### src/rtl/serializer.sv
// Byte-to-serial transmitter: shifts a byte out MSB-first on data_out, strobing each
// bit with a write_out pulse of PULSE_CYCLES high followed by GAP_CYCLES low.
module serializer #(
    parameter int unsigned PULSE_CYCLES = 10,
    parameter int unsigned GAP_CYCLES   = 10
) (
    input  logic       clock,
    input  logic       reset,
    input  logic [7:0] byte_in,
    input  logic       valid_in,
    output logic       ready_out,
    input  logic       status_in,
    output logic       data_out,
    output logic       write_out,
    output logic       done_out
);

    localparam int unsigned BYTE_W  = 8;
    localparam int unsigned BIT_W   = 4;
    localparam int unsigned CNT_MAX = (PULSE_CYCLES > GAP_CYCLES) ? PULSE_CYCLES : GAP_CYCLES;
    localparam int unsigned CNT_W   = $clog2(CNT_MAX + 1);

    typedef enum logic [2:0] {
        S_IDLE  = 3'd0,
        S_WAIT  = 3'd1,
        S_SETUP = 3'd2,
        S_HIGH  = 3'd3,
        S_LOW   = 3'd4
    } state_t;

    state_t            state_q, state_d;
    logic [BYTE_W-1:0] shift_q, shift_d;
    logic [BIT_W-1:0]  bit_q, bit_d;
    logic [CNT_W-1:0]  cnt_q, cnt_d;
    logic              ready_q, ready_d;
    logic              data_q, data_d;
    logic              write_q, write_d;
    logic              done_q, done_d;

    // State, datapath and output registers
    always_ff @(posedge clock or posedge reset) begin
        if (reset) begin
            state_q <= S_IDLE;
            shift_q <= '0;
            bit_q   <= '0;
            cnt_q   <= '0;
            ready_q <= 1'b1;
            data_q  <= 1'b0;
            write_q <= 1'b0;
            done_q  <= 1'b0;
        end else begin
            state_q <= state_d;
            shift_q <= shift_d;
            bit_q   <= bit_d;
            cnt_q   <= cnt_d;
            ready_q <= ready_d;
            data_q  <= data_d;
            write_q <= write_d;
            done_q  <= done_d;
        end
    end

    // Next state plus shift register, bit counter and phase timer
    always_comb begin
        state_d = state_q;
        shift_d = shift_q;
        bit_d   = bit_q;
        cnt_d   = cnt_q;
        case (state_q)
            S_IDLE: begin
                if (valid_in) begin
                    shift_d = byte_in;
                    bit_d   = '0;
                    state_d = S_WAIT;
                end
            end
            S_WAIT: begin
                if (status_in) begin
                    state_d = S_SETUP;
                end
            end
            S_SETUP: begin
                state_d = S_HIGH;
            end
            S_HIGH: begin
                if (cnt_q == '0) begin
                    state_d = S_LOW;
                end else begin
                    cnt_d = cnt_q - CNT_W'(1);
                end
            end
            S_LOW: begin
                if (cnt_q == '0) begin
                    shift_d = {shift_q[BYTE_W-2:0], 1'b0};
                    bit_d   = bit_q + BIT_W'(1);
                    state_d = (bit_d == BIT_W'(BYTE_W)) ? S_IDLE : S_SETUP;
                end else begin
                    cnt_d = cnt_q - CNT_W'(1);
                end
            end
            default: begin
                state_d = S_IDLE;
            end
        endcase
        // Phase timer reloads on every state entry so it never wraps
        if (state_d != state_q) begin
            case (state_d)
                S_HIGH:  cnt_d = CNT_W'(PULSE_CYCLES - 1);
                S_LOW:   cnt_d = CNT_W'(GAP_CYCLES - 1);
                default: cnt_d = '0;
            endcase
        end
    end

    // Output values registered from the upcoming state so they align with it
    always_comb begin
        ready_d = (state_d == S_IDLE);
        write_d = (state_d == S_HIGH);
        data_d  = data_q;
        done_d  = (state_q == S_LOW) && (state_d == S_IDLE);
        if (state_d == S_SETUP) begin
            data_d = shift_d[BYTE_W-1];
        end
    end

    assign ready_out = ready_q;
    assign data_out  = data_q;
    assign write_out = write_q;
    assign done_out  = done_q;

endmodule

### config.mk
export PLATFORM = sky130hd
export DESIGN_NAME = serializer
export DESIGN_NICKNAME = d
export VERILOG_FILES = /design/src/rtl/serializer.sv
export SDC_FILE = /design/constraint.sdc
export NUM_CORES = 1
export LEC_CHECK = 0
export ABC_AREA = 0
export BUFFER_PORTS_ARGS = -buffer_cell sky130_fd_sc_hd__buf_2
export CAP_MARGIN = 10
export CELL_PAD_IN_SITES_DETAIL_PLACEMENT = 0
export CELL_PAD_IN_SITES_GLOBAL_PLACEMENT = 1
export CORE_UTILIZATION = 43
export CTS_CLUSTER_DIAMETER = 200
export DETAILED_ROUTE_END_ITERATION = 7
export PLACE_DENSITY_LB_ADDON = 0.05
export SYNTH_ARGS = -nofsm -noshare
export SYNTH_HDL_FRONTEND = slang
export SYNTH_SLANG_ARGS = --single-unit
### constraint.sdc
create_clock -name clock -period 2.2 [get_ports clock]
set_input_delay 0.33 -clock clock [delete_from_list [all_inputs] [get_ports clock]]
set_output_delay 0.33 -clock clock [all_outputs]
set_load 0.03 [all_outputs]
### Word-level counts from Yosys, hierarchy flattened

Index checks and enable logic that the tools add are counted.
W data, S select, Z words.

| storage, ports and cells | value |
|---|---|
| register bits after elaboration | 23 |
| input port bits | 12 |
| output and inout port bits | 4 |
| word-level logic and storage cells | 49 |

| cells by class | value |
|---|---|
| add/sub/neg operators | 2 |
| eq/ne operators | 12 |
| mux-type cells | 16 |
| reductions and logical operators | 10 |

Operator list:

| cell | count |
|---|---|
| $mux W4 | 6 |
| $mux W8 | 2 |
| $pmux W8 S2 | 1 |
| $pmux W3 S5 | 1 |
| $eq A3 B2 Y1 const B | 4 |
| $mux W3 | 4 |
| $pmux W4 S2 | 1 |
| $eq A3 B3 Y1 const B | 2 |
| $logic_not A3 Y1 | 2 |
| $add A4 B1 Y4 const B | 1 |
| $eq A4 B4 Y1 const B | 1 |
| $logic_not A4 Y1 | 1 |
| $ne A2 B2 Y1 const B | 2 |
| $reduce_bool A2 Y1 | 2 |
| $reduce_or A2 Y1 | 2 |
| $sub A4 B1 Y4 const B | 1 |
| $eq A3 B1 Y1 const B | 1 |
| $ne A3 B3 Y1 | 1 |
| $reduce_and A3 Y1 | 1 |
| $mux W2 | 1 |
| $ne A2 B1 Y1 const B | 1 |
| $reduce_and A2 Y1 | 1 |
| $logic_and A1 B1 Y1 | 1 |

### Depth between registers and ports, before layout

Gate-level depths: netlist of run 1.

| depth | value |
|---|---|
| word-level depth | 9 |
| gate-level depth with buffers | 8 |

### Worst setup path before layout of run 1

OpenSTA, ideal clock, no wires.

| timing | value |
|---|---|
| kind | register to register |
| start | register cnt_q[0] |
| end | register data_q (netlist: data_out) |
| setup time | 0.127 ns |
| arrival | 1.595 ns |
| required time | 2.073 ns |
| path slack | 0.478 ns |
| cell stages (with the launch flop) | 8 |
| clock period less this slack | 1.722 ns |
| path through | dfrtp_1 -> inv_1 -> ha_1 -> nor3b_4 -> a21oi_2 -> a221o_1 -> nor2_1 -> mux2i_1 |

RTL lines:

| item | line | RTL |
|---|---|---|
| start, declared | 34 | `logic [CNT_W-1:0] cnt_q, cnt_d;` |
| start signal, assigned | 55 | `cnt_q <= cnt_d;` |
| $logic_not A4 Y1 | 93 | `if (cnt_q == '0) begin` |
| $mux W8 | 93 |  |
| $pmux W8 S2 | 69 | `case (state_q)` |
| net shift_d[7] | 32 | `logic [BYTE_W-1:0] shift_q, shift_d;` |
| end signal, assigned | 57 | `data_q <= data_d;` |
| end, declared | 36 | `logic data_q, data_d;` |

The timed path passes the listed nets, and every way through them passes these cells. The select of a mux whose other input is x is not followed.
A chain may end at the register's enable or synchronous reset.

### Final worst setup path of run 1

| timing | value |
|---|---|
| start | register cnt_q[0] |
| end | register data_q (netlist: data_out) |

| on the way | value |
|---|---|
| longest elaborated chain between the ends | 4 |

Ends and longest elaborated chain:

| item | line | RTL |
|---|---|---|
| $logic_not A4 Y1 * | 86, 93 |  |
| $mux W3, on equally long branches | 93, 86 |  |
| $pmux W3 S5 | 69 |  |
| $eq A3 B2 Y1 | 121 | `if (state_d == S_SETUP) begin` |

Every way passes the cells marked *; elsewhere a longest branch is shown, timed or not. The select of a mux whose other input is x is not followed.

==> results.md, run 1 <==
* Total gr overflow at 0
* All-Layer GR Usage at 0.175
* Initial Utilization at 0.470
* #FFs+latches synth at 23
* Routed WL at ~2.2 mm
* WHS at about 0.017 ns
* Dominant cell type by area after synthesis: dfrtp_1
* CP Launch Point: cnt_q[0]
* DRT iter0 DRCs at 21
* Critical Setup Path Class: reg2reg
* Hold Violations, Final at 0
* Adder and majority gate portion of the synthesized area at 0.0314
* CORE AREA at between 0.002 and 0.003 sq mm
* Post-route clock skew at 0.0123 ns
* Multi-input gate area at 576 sq um
* DIE HEIGHT at about 55 microns
* Critical-path maximum fanout at 10
* Total iterations of the first detailed-routing run at 4
* CTS Buffer Depth at 2
* R2r startpoint: cnt_q[0]
* R2R setup slack at about 0.28 ns
* Synth warn at 0
* Die area at around 0.003 sq mm
* Yosys cell types at 38
* # H-tree levels at 1
* Routed len/inst at roughly 13 microns
* Count of hold-fix buffers inserted at cts at 0
* Synth Area in XOR/XNOR at 0.00733
* Leakage at 0.639 nW
* ANT cells at 0
* Post-CTS Resized at 0
* FF-to-FF End: data_out
* Worst Slack Setup Final at around 0.28 ns
* Mux share of post-synthesis cell area at 0.0335
* Worst slew pin tran at 0.471 ns
* Number of synthesized flops with an enable pin at 0
* Design area at between 0.001 and 0.0015 sq mm
* CTS tree: built
* Antenna violations before repair at 0
* Clk Latency, worst-skew pair at 0.32 ns
* Post-Syn Area per Cell at around 10 sq um
* Pin count of the biggest net entering global routing at 24
* Compound-cell area share of the yosys netlist at 0.197
* Routability cong. at 0.794
* Port Buffers at 15
* Final Critical Period at around 1.9 ns
* Fill count at between 200 and 250
* Final setup fails at 0
* Simple-gate share of the synthesized area at 0.213
* Reg2reg path depth at 7
* CTS sink count at 23
* Critical Path Sink: data_out
* Syn Inst Count at between 100 and 150
* Syn Nets at approximately 130
* Die X at 54.7 microns
* Layout area overhead at 12.1%
* Number of remaining DRC errors at 0
* Tightest Hold Check Type: in2async
* Largest family of logic cells by synthesized area: simple AND/OR/NAND/NOR gates
* Rel. slew slack at 0.686
* Register area share after synthesis at 0.483
* Area post-placement at about 0.0013 sq mm
* Clock-pin slew on the worst setup and hold paths at about 0.14 ns
* Post-Place Worst Slack at around 0.32 ns
* Crit path arrival time at around 2.1 ns
* Synth top area cells: dfrtp_1, nand2_1, o21ai_0
* IO Pins at 16
* Number of global-route vias before repair at slightly below 800
* Fin. max-slew vios at 0
* Synth Flop Type: dfrtp_1
* Fin util at 0.527
* Setup TNS at 0 ns
* RSZ-0062 raised after global routing: false
* Period utilization at 0.871
* Row count at 18
* Crit start category: flip-flop
* Final net count at 154
* Worst vdd ir at roughly 0.83 mV
* Synthesized area at between 0.001 and 0.0015 sq mm
* Asr flop ratio synth at 1.00
* Dpl hpwl at around 1.6 mm
* Via count at just over 900
* Critical path endpoint category: flip-flop
* Crit path required time at approximately 2.4 ns
* # Post-CTS Setup Buffers at 0
* Pwr Density at approximately 1300 mW/mm^2
* Layout cells sized above 1 at 0.225
* First-pass GRT wire length at 3.68 mm
* Fmax achieved at roughly 0.52 GHz
* Yosys top cell area share at 0.461
* Status: completed
* Vias per cell at about 5.4
* CTS Buf Count at 3
* Clock Tree Root: clkbuf_4
* Sequential cell area at between 500 and 600 sq um
* Max cap viols at 0
* Remaining antenna violation count at 0
-- where the power goes --
group	switching (mW)	leakage [nW]	internal, mW
logic	0.429	0.334	0.348
clock network	0.131	0.0150	0.0709
registers	0.186	0.290	0.597
-- metal layers --
layer | wire (microns) | global-route usage
met1 | 1150 | 0.256
met2 | 975 | 0.255
met3 | 68 | 0.0278
met4 | 19 | 0.0641
met5 | 0 | 0
-- metrics by stage --
step	total power, mW	cells
finish	1.76	168
global route	1.92	168
CTS	1.78	168
detailed placement	1.57	164
global placement	1.56	164
floorplan	1.40	119
-- worst min-delay path by stage --
stage,depth (start not counted),slack [ns],endpoint,startpoint
finish,3,0.02,cnt_q[1],reset
detailed placement,3,0.39,cnt_q[1],reset
global placement,3,0.38,shift_q[5],reset
global route,3,0.04,cnt_q[2],reset
CTS,3,0.04,cnt_q[1],reset
floorplan,1,0.33,bit_q[0],reset
-- kinds of logic (layout without fill, tap and decap cells) --
family / after synthesis / in the layout
XOR/XNOR: 1 / 1
buffers and inverters: 9 / 28
AND/OR/NAND/NOR: 46 / 46
adder cells (fa/ha/maj): 3 / 3
AO/OA/AOI/OAI: 33 / 33
multiplexers: 4 / 4
flip-flops: 23 / 23
-- cells in the mapped netlist, drive strengths merged, types with 2 or more instances --
cell,number
o21ai,9
nor3b,2
nor2b,2
mux2i,4
nand2,23
buf,3
nor2,8
nor3,3
and2,2
inv,5
dfrtp,22
a22oi,6
ha,3
a21oi,6
-- flip-flops by register name (all words and copies together) (netlist names) --
name       cells
cnt_q          4
state_q        3
bit_q          4
data_out       1
write_out      1
ready_out      1
shift_q        8
done_out       1
-- cells in the final DEF (no fill, tap or decap) --
| cell type | Yosys | final |
|---|---|---|
| inv_1 | 5 | 5 |
| nor3b_4 | 2 | 2 |
| mux2i_1 | 4 | 4 |
| dfrtp_1 | 22 | 22 |
| clkbuf_4 | 0 | 3 |
| o22ai_1 | 1 | 1 |
| dfstp_2 | 1 | 1 |
| ha_1 | 3 | 3 |
| nand3_1 | 1 | 1 |
| a211o_1 | 1 | 1 |
| a31oi_1 | 1 | 1 |
| nor4b_4 | 1 | 1 |
| a221o_1 | 1 | 1 |
| a2bb2oi_1 | 1 | 1 |
| nand3b_1 | 1 | 1 |
| a21o_1 | 1 | 1 |
| nand2_2 | 1 | 1 |
| o22a_1 | 1 | 1 |
| nand2b_1 | 1 | 1 |
| and3_1 | 1 | 1 |
| nor2b_1 | 2 | 2 |
| clkbuf_1 | 1 | 1 |
| o211ai_1 | 1 | 1 |
| nor2_1 | 8 | 8 |
| or3b_1 | 1 | 1 |
| o31ai_1 | 1 | 1 |
| a311o_1 | 1 | 1 |
| a21oi_2 | 3 | 3 |
| nor3_1 | 3 | 3 |
| a21boi_0 | 1 | 1 |
| buf_4 | 2 | 4 |
| a22oi_1 | 6 | 6 |
| nand2_1 | 22 | 22 |
| buf_2 | 1 | 15 |
| o21ai_0 | 9 | 9 |
| and2_1 | 2 | 2 |
| a311oi_2 | 1 | 1 |
| a21oi_1 | 3 | 3 |
| xor2_1 | 1 | 1 |
-- cell type report --
class | instances | area share
Timing Repair Buffer | 19 | 0.0784
Multi-Input combinational cell | 87 | 0.430
Inverter | 5 | 0.0140
Sequential cell | 23 | 0.430
Clock buffer | 4 | 0.0196
Tap cell | 30 | 0.0280
-- worst max-delay path, cell delays in order (launching register included) --
cell and delay [ns]:
dfrtp_1 0.41, inv_1 0.08, ha_1 0.16, nor3b_4 0.44, nand2_2 0.19, a311oi_2 0.27, a31oi_1 0.10, mux2i_1 0.15
No activity file was read; power rests on OpenSTA's default activity.
==> inputs of run 2 (changes only) <==
CORE_UTILIZATION = 46   (was 43)
REMOVE_ABC_BUFFERS = 1   (was unset)
clock period = 2.3 ns   (was 2.2 ns; I/O delays follow)
==> results.md, run 2 (synthesis results as in run 1) <==
* Final net count at about 150
* ANT cells at 0
* Status: completed
* Worst vdd ir at about 0.74 mV
* Rel. slew slack at 0.431
* Fmax achieved at 0.498 GHz
* Most flop-heavy register: shift_q
* CP max stage delay at 0.45 ns
* Max cap viols at 0
* Vias per cell at 5.56
* Dpl hpwl at about 1.6 mm
* Setup TNS at 0 ns
* Sequence of cells on the critical path: inv_1 > ha_1 > nor3b_4 > a21oi_2 > a221o_1 > nor2_1 > mux2i_1
* DIE HEIGHT at ~53 microns
* Worst slew pin tran at 0.852 ns
* Placed insts at about 160
* Row count at 18
* Final setup fails at 0
* Clock Tree Root: clkbuf_4
* Via count at about 900
* Critical path endpoint category: flip-flop
* Count of hold-fix buffers inserted at cts at 0
* Crit path arrival time at approximately 2.2 ns
* CORE AREA at 0.00245 sq mm
* Post-route clock skew at 0.0103 ns
* Remaining antenna violation count at 0
* Leakage at about 0.63 nW
* CTS Buffer Depth at 2
* DRT iter0 DRCs at 18
* Number of global-route vias before repair at between 800 and 900
* CP Launch Point: cnt_q[0]
* Slowest stage cell, crit path: nor3b_4
* Tightest Hold Check Type: in2async
* Multi-input gate area at roughly 580 sq um
* Die area at 0.00281 sq mm
* Final Critical Period at roughly 2.0 ns
* Routed len/inst at between 10 and 15 microns
* CTS Buf Count at 3
* Post-CTS Resized at 0
* CTS sink count at 23
* Fill count at 243
* Port Buffers at 15
* Clock-pin slew on the worst setup and hold paths at ~0.14 ns
* Regs by FF count: shift_q x8, bit_q x4, cnt_q x4
* Antenna violations before repair at 0
* Worst Slack Setup Final at 0.293 ns
* RSZ-0062 raised after global routing: false
* Layout cells sized above 1 at 0.215
* Crit path required time at 2.51 ns
* Routability cong. at 0.752
* IO Pins at 16
* Number of remaining DRC errors at 0
* Post-Place Worst Slack at around 0.31 ns
* Die X at about 53 microns
* Period utilization at 0.872
* Total chip power at 1.69 mW
* Fin cells at between 150 and 200
* Crit start category: flip-flop
* Sequential cell area at ~580 sq um
* Pin count of the biggest net entering global routing at 24
* Total gr overflow at 0
* Initial Utilization at 0.487
* Max FFs per register at 8
* First-pass GRT wire length at between 3 and 4 mm
* Fin. max-slew vios at 0
* Routed WL at around 2.3 mm
* # Post-CTS Setup Buffers at 0
* Hold Violations, Final at 0
* Total iterations of the first detailed-routing run at 4
* Most frequent cells in the layout: nand2_1, dfrtp_1, buf_2
* # H-tree levels at 1
* Critical Setup Path Class: reg2reg
* Clk Latency, worst-skew pair at 0.32 ns
* R2r startpoint: cnt_q[0]
* Pwr Density at between 1000 and 1500 mW/mm^2
* Layout area overhead at 10.4%
* CTS tree: built
* Critical-path maximum fanout at 10
* All-Layer GR Usage at 0.191
## run 2: changes by cell type in the layout (fill, tap and decap cells not counted)
cell	before	now
clkinv_2	0	1
buf_4	4	1
clkbuf_1	1	0
## run 2: area by class of cell
class / instances / area share
well taps: 30 / 0.0285
clock buffers: 3 / 0.0171
inverters: 5 / 0.0142
clock inverters: 1 / 0.00380
repair buffers: 16 / 0.0626
flip-flops and latches: 23 / 0.437
multi-input cells: 87 / 0.436
## run 2: routing by layer
layer | vias up | track usage | routed length [microns] | part of all wire
met3 | 2 | 0.0259 | 68 | 0.029
met1 | 452 | 0.265 | 1090 | 0.47
met2 | 14 | 0.297 | 1150 | 0.50
li1 | 450 | - | - | -
met5 | - | 0 | 0 | 0
met4 | 0 | 0.0789 | 13 | 0.0056
## run 2: report_power, final
| part | switching, mW | internal (mW) | total (mW) |
|---|---|---|---|
| Combinational | 0.419 | 0.323 | 0.743 |
| Sequential | 0.179 | 0.571 | 0.749 |
| Clock | 0.130 | 0.0650 | 0.195 |
## run 2: path summary, 6_finish.rpt
check / to / slack [ns] / cells after the start
setup / recovery: data_out / 0.29 / 7
hold / removal: shift_q[2] / 0.17 / 2
setup reg to reg: data_out / 0.29 / 7
hold reg to reg: shift_q[5] / 0.50 / 2
max in group asynchronous: cnt_q[3] / 1.60 / 2
min in group clock: shift_q[0] / 0.23 / 3
## run 2: stage by stage
stage | util | area, sq um | hold WS (ns)
6_report | 0.537 | 1320 | 0.172
5_1_grt | 0.537 | 1320 | 0.236
4_1_cts | 0.537 | 1320 | 0.216
3_5_place_dp | 0.526 | 1290 | 0.468
3_3_place_gp | 0.526 | 1290 | 0.459
2_1_floorplan | - | 1170 | 0.346
## run 2: worst max-delay path: cells and delay by family (launching register included)
family	cells	cell delay (ns)
buf+inv	1	0.07
compound gates	2	0.60
simple gates	2	0.57
fa+ha+maj	1	0.16
flops	1	0.41
mux	1	0.09
==> inputs of run 3 (changes only) <==
CORE_MARGIN = 2   (was unset)
==> results.md, run 3 (synthesis results as in run 1) <==
* Setup TNS at 0 ns
* Post-route clock skew at between 0.003 and 0.004 ns
* Regs by FF count: shift_q x8, bit_q x4, cnt_q x4
* Clock-pin slew on the worst setup and hold paths at approximately 0.12 ns
* First-pass GRT wire length at between 3 and 4 mm
* Dpl hpwl at 1.66 mm
* Layout area overhead at 11.5%
* Tightest Hold Check Type: in2async
* Via count at around 900
* Vias per cell at between 5 and 6
* NetSw at around 710 uW
* Number of global-route vias before repair at between 800 and 900
* ANT cells at 0
* IO Pins at 16
* Final Critical Period at between 1.5 and 2 ns
* DIE HEIGHT at 55.0 microns
* CTS tree: built
* Number of remaining DRC errors at 0
* Crit start category: flip-flop
* Count of hold-fix buffers inserted at cts at 0
* Combinational share of power at 0.443
* Fmax achieved at approximately 0.5 GHz
* Design area at 0.00133 sq mm
* # Post-CTS Setup Buffers at 0
* Crit path required time at 2.54 ns
* Clk Latency, worst-skew pair at about 0.31 ns
* CTS sink count at 23
* Layout cells sized above 1 at 0.219
* # H-tree levels at 1
* Period utilization at 0.862
* Most flop-heavy register: shift_q
* Clock Tree Root: clkbuf_4
* All-Layer GR Usage at 0.177
* Rel. slew slack at 0.674
* Final setup fails at 0
* Crit path arrival time at 2.22 ns
* Routed len/inst at approximately 14 microns
* Internal power at 971 uW
* Worst slew pin tran at 0.488 ns
* Sequential share of power at 0.446
* FF-to-FF End: data_out
* CTS Buffer Depth at 2
* CORE AREA at 0.00248 sq mm
* Pwr Density at about 1300 mW/mm^2
* Pin count of the biggest net entering global routing at 24
* Final net count at about 150
* Post-CTS Resized at 0
* RSZ-0062 raised after global routing: false
* Total gr overflow at 0
* Clk pwr share at 0.112
* Hold Violations, Final at 0
* Reg2reg path depth at 7
* R2r startpoint: cnt_q[0]
* DRT iter0 DRCs at 19
* Worst vdd ir at 0.761 mV
* Max FFs per register at 8
* Remaining antenna violation count at 0
* Most frequent cells in the layout: nand2_1, dfrtp_1, buf_2
* Port Buffers at 15
* R2R setup slack at ~0.32 ns
* Total iterations of the first detailed-routing run at 4
* Fin. max-slew vios at 0
* Switching share of power at 0.424
* Leakage at ~0.63 nW
* Critical-path maximum fanout at 10
* Die X at ~55 microns
* Critical path endpoint category: flip-flop
* CTS Buf Count at 3
* Area post-placement at about 0.0013 sq mm
* Antenna violations before repair at 0
* Max cap viols at 0
* Initial Utilization at 0.482
* Critical Setup Path Class: reg2reg
* Status: completed
* Routability cong. at between 0.7 and 0.8
* Die area at ~0.0030 sq mm
* Routed WL at about 2.3 mm
* Row count at 18
* Fin util at 0.538
## run 3: layout make-up
cell class,instances,area [sq um]
clock buffers,4,26.3
fillers,225,1140
inverters,5,18.8
multi-input cells,87,576
flip-flops and latches,23,577
well taps,30,37.5
repair buffers,18,97.6
## run 3: how the worst max path moves through the flow
stage | startpoint | endpoint | slack, ns | cells past startpoint
floorplan | state_q[1] | data_out | 0.52 | 5
CTS | cnt_q[0] | data_out | 0.32 | 7
detailed placement | cnt_q[0] | data_out | 0.35 | 7
finish | cnt_q[0] | data_out | 0.32 | 7
global route | cnt_q[0] | data_out | 0.17 | 7
global placement | cnt_q[0] | data_out | 0.42 | 7
## run 3: power by group through the flow
stage | sequential (mW) | clock [mW] | combinational, mW
2_1_floorplan | 0.765 | 0 | 0.549
3_3_place_gp | 0.757 | 0 | 0.741
3_5_place_dp | 0.756 | 0 | 0.754
4_1_cts | 0.749 | 0.201 | 0.757
5_1_grt | 0.771 | 0.217 | 0.847
6_report | 0.751 | 0.188 | 0.746
## run 3: routing by layer
layer	vias up	wire length, microns	global-route usage
li1	461	-	-
met1	424	1100	0.233
met5	-	0	0
met4	0	39	0.0854
met2	12	1100	0.288
met3	4	60	0.0242
## run 3: through the flow
stage	instances	setup WS (ns)	hold slack, ns	power [mW]
finish	167	0.319	0.0512	1.69
CTS	167	0.323	0.0507	1.71
global route	167	0.165	0.0663	1.84
floorplan	115	0.520	0.346	1.31
global placement	163	0.424	0.399	1.50
detailed placement	163	0.352	0.409	1.51
## run 3: worst max-delay path, stage by stage (launching register included)
cell,delay (ns)
dfrtp_1,0.41
inv_1,0.08
ha_1,0.16
nor3b_4,0.45
and2_1,0.39
a221o_1,0.24
nor2_1,0.05
mux2i_1,0.13
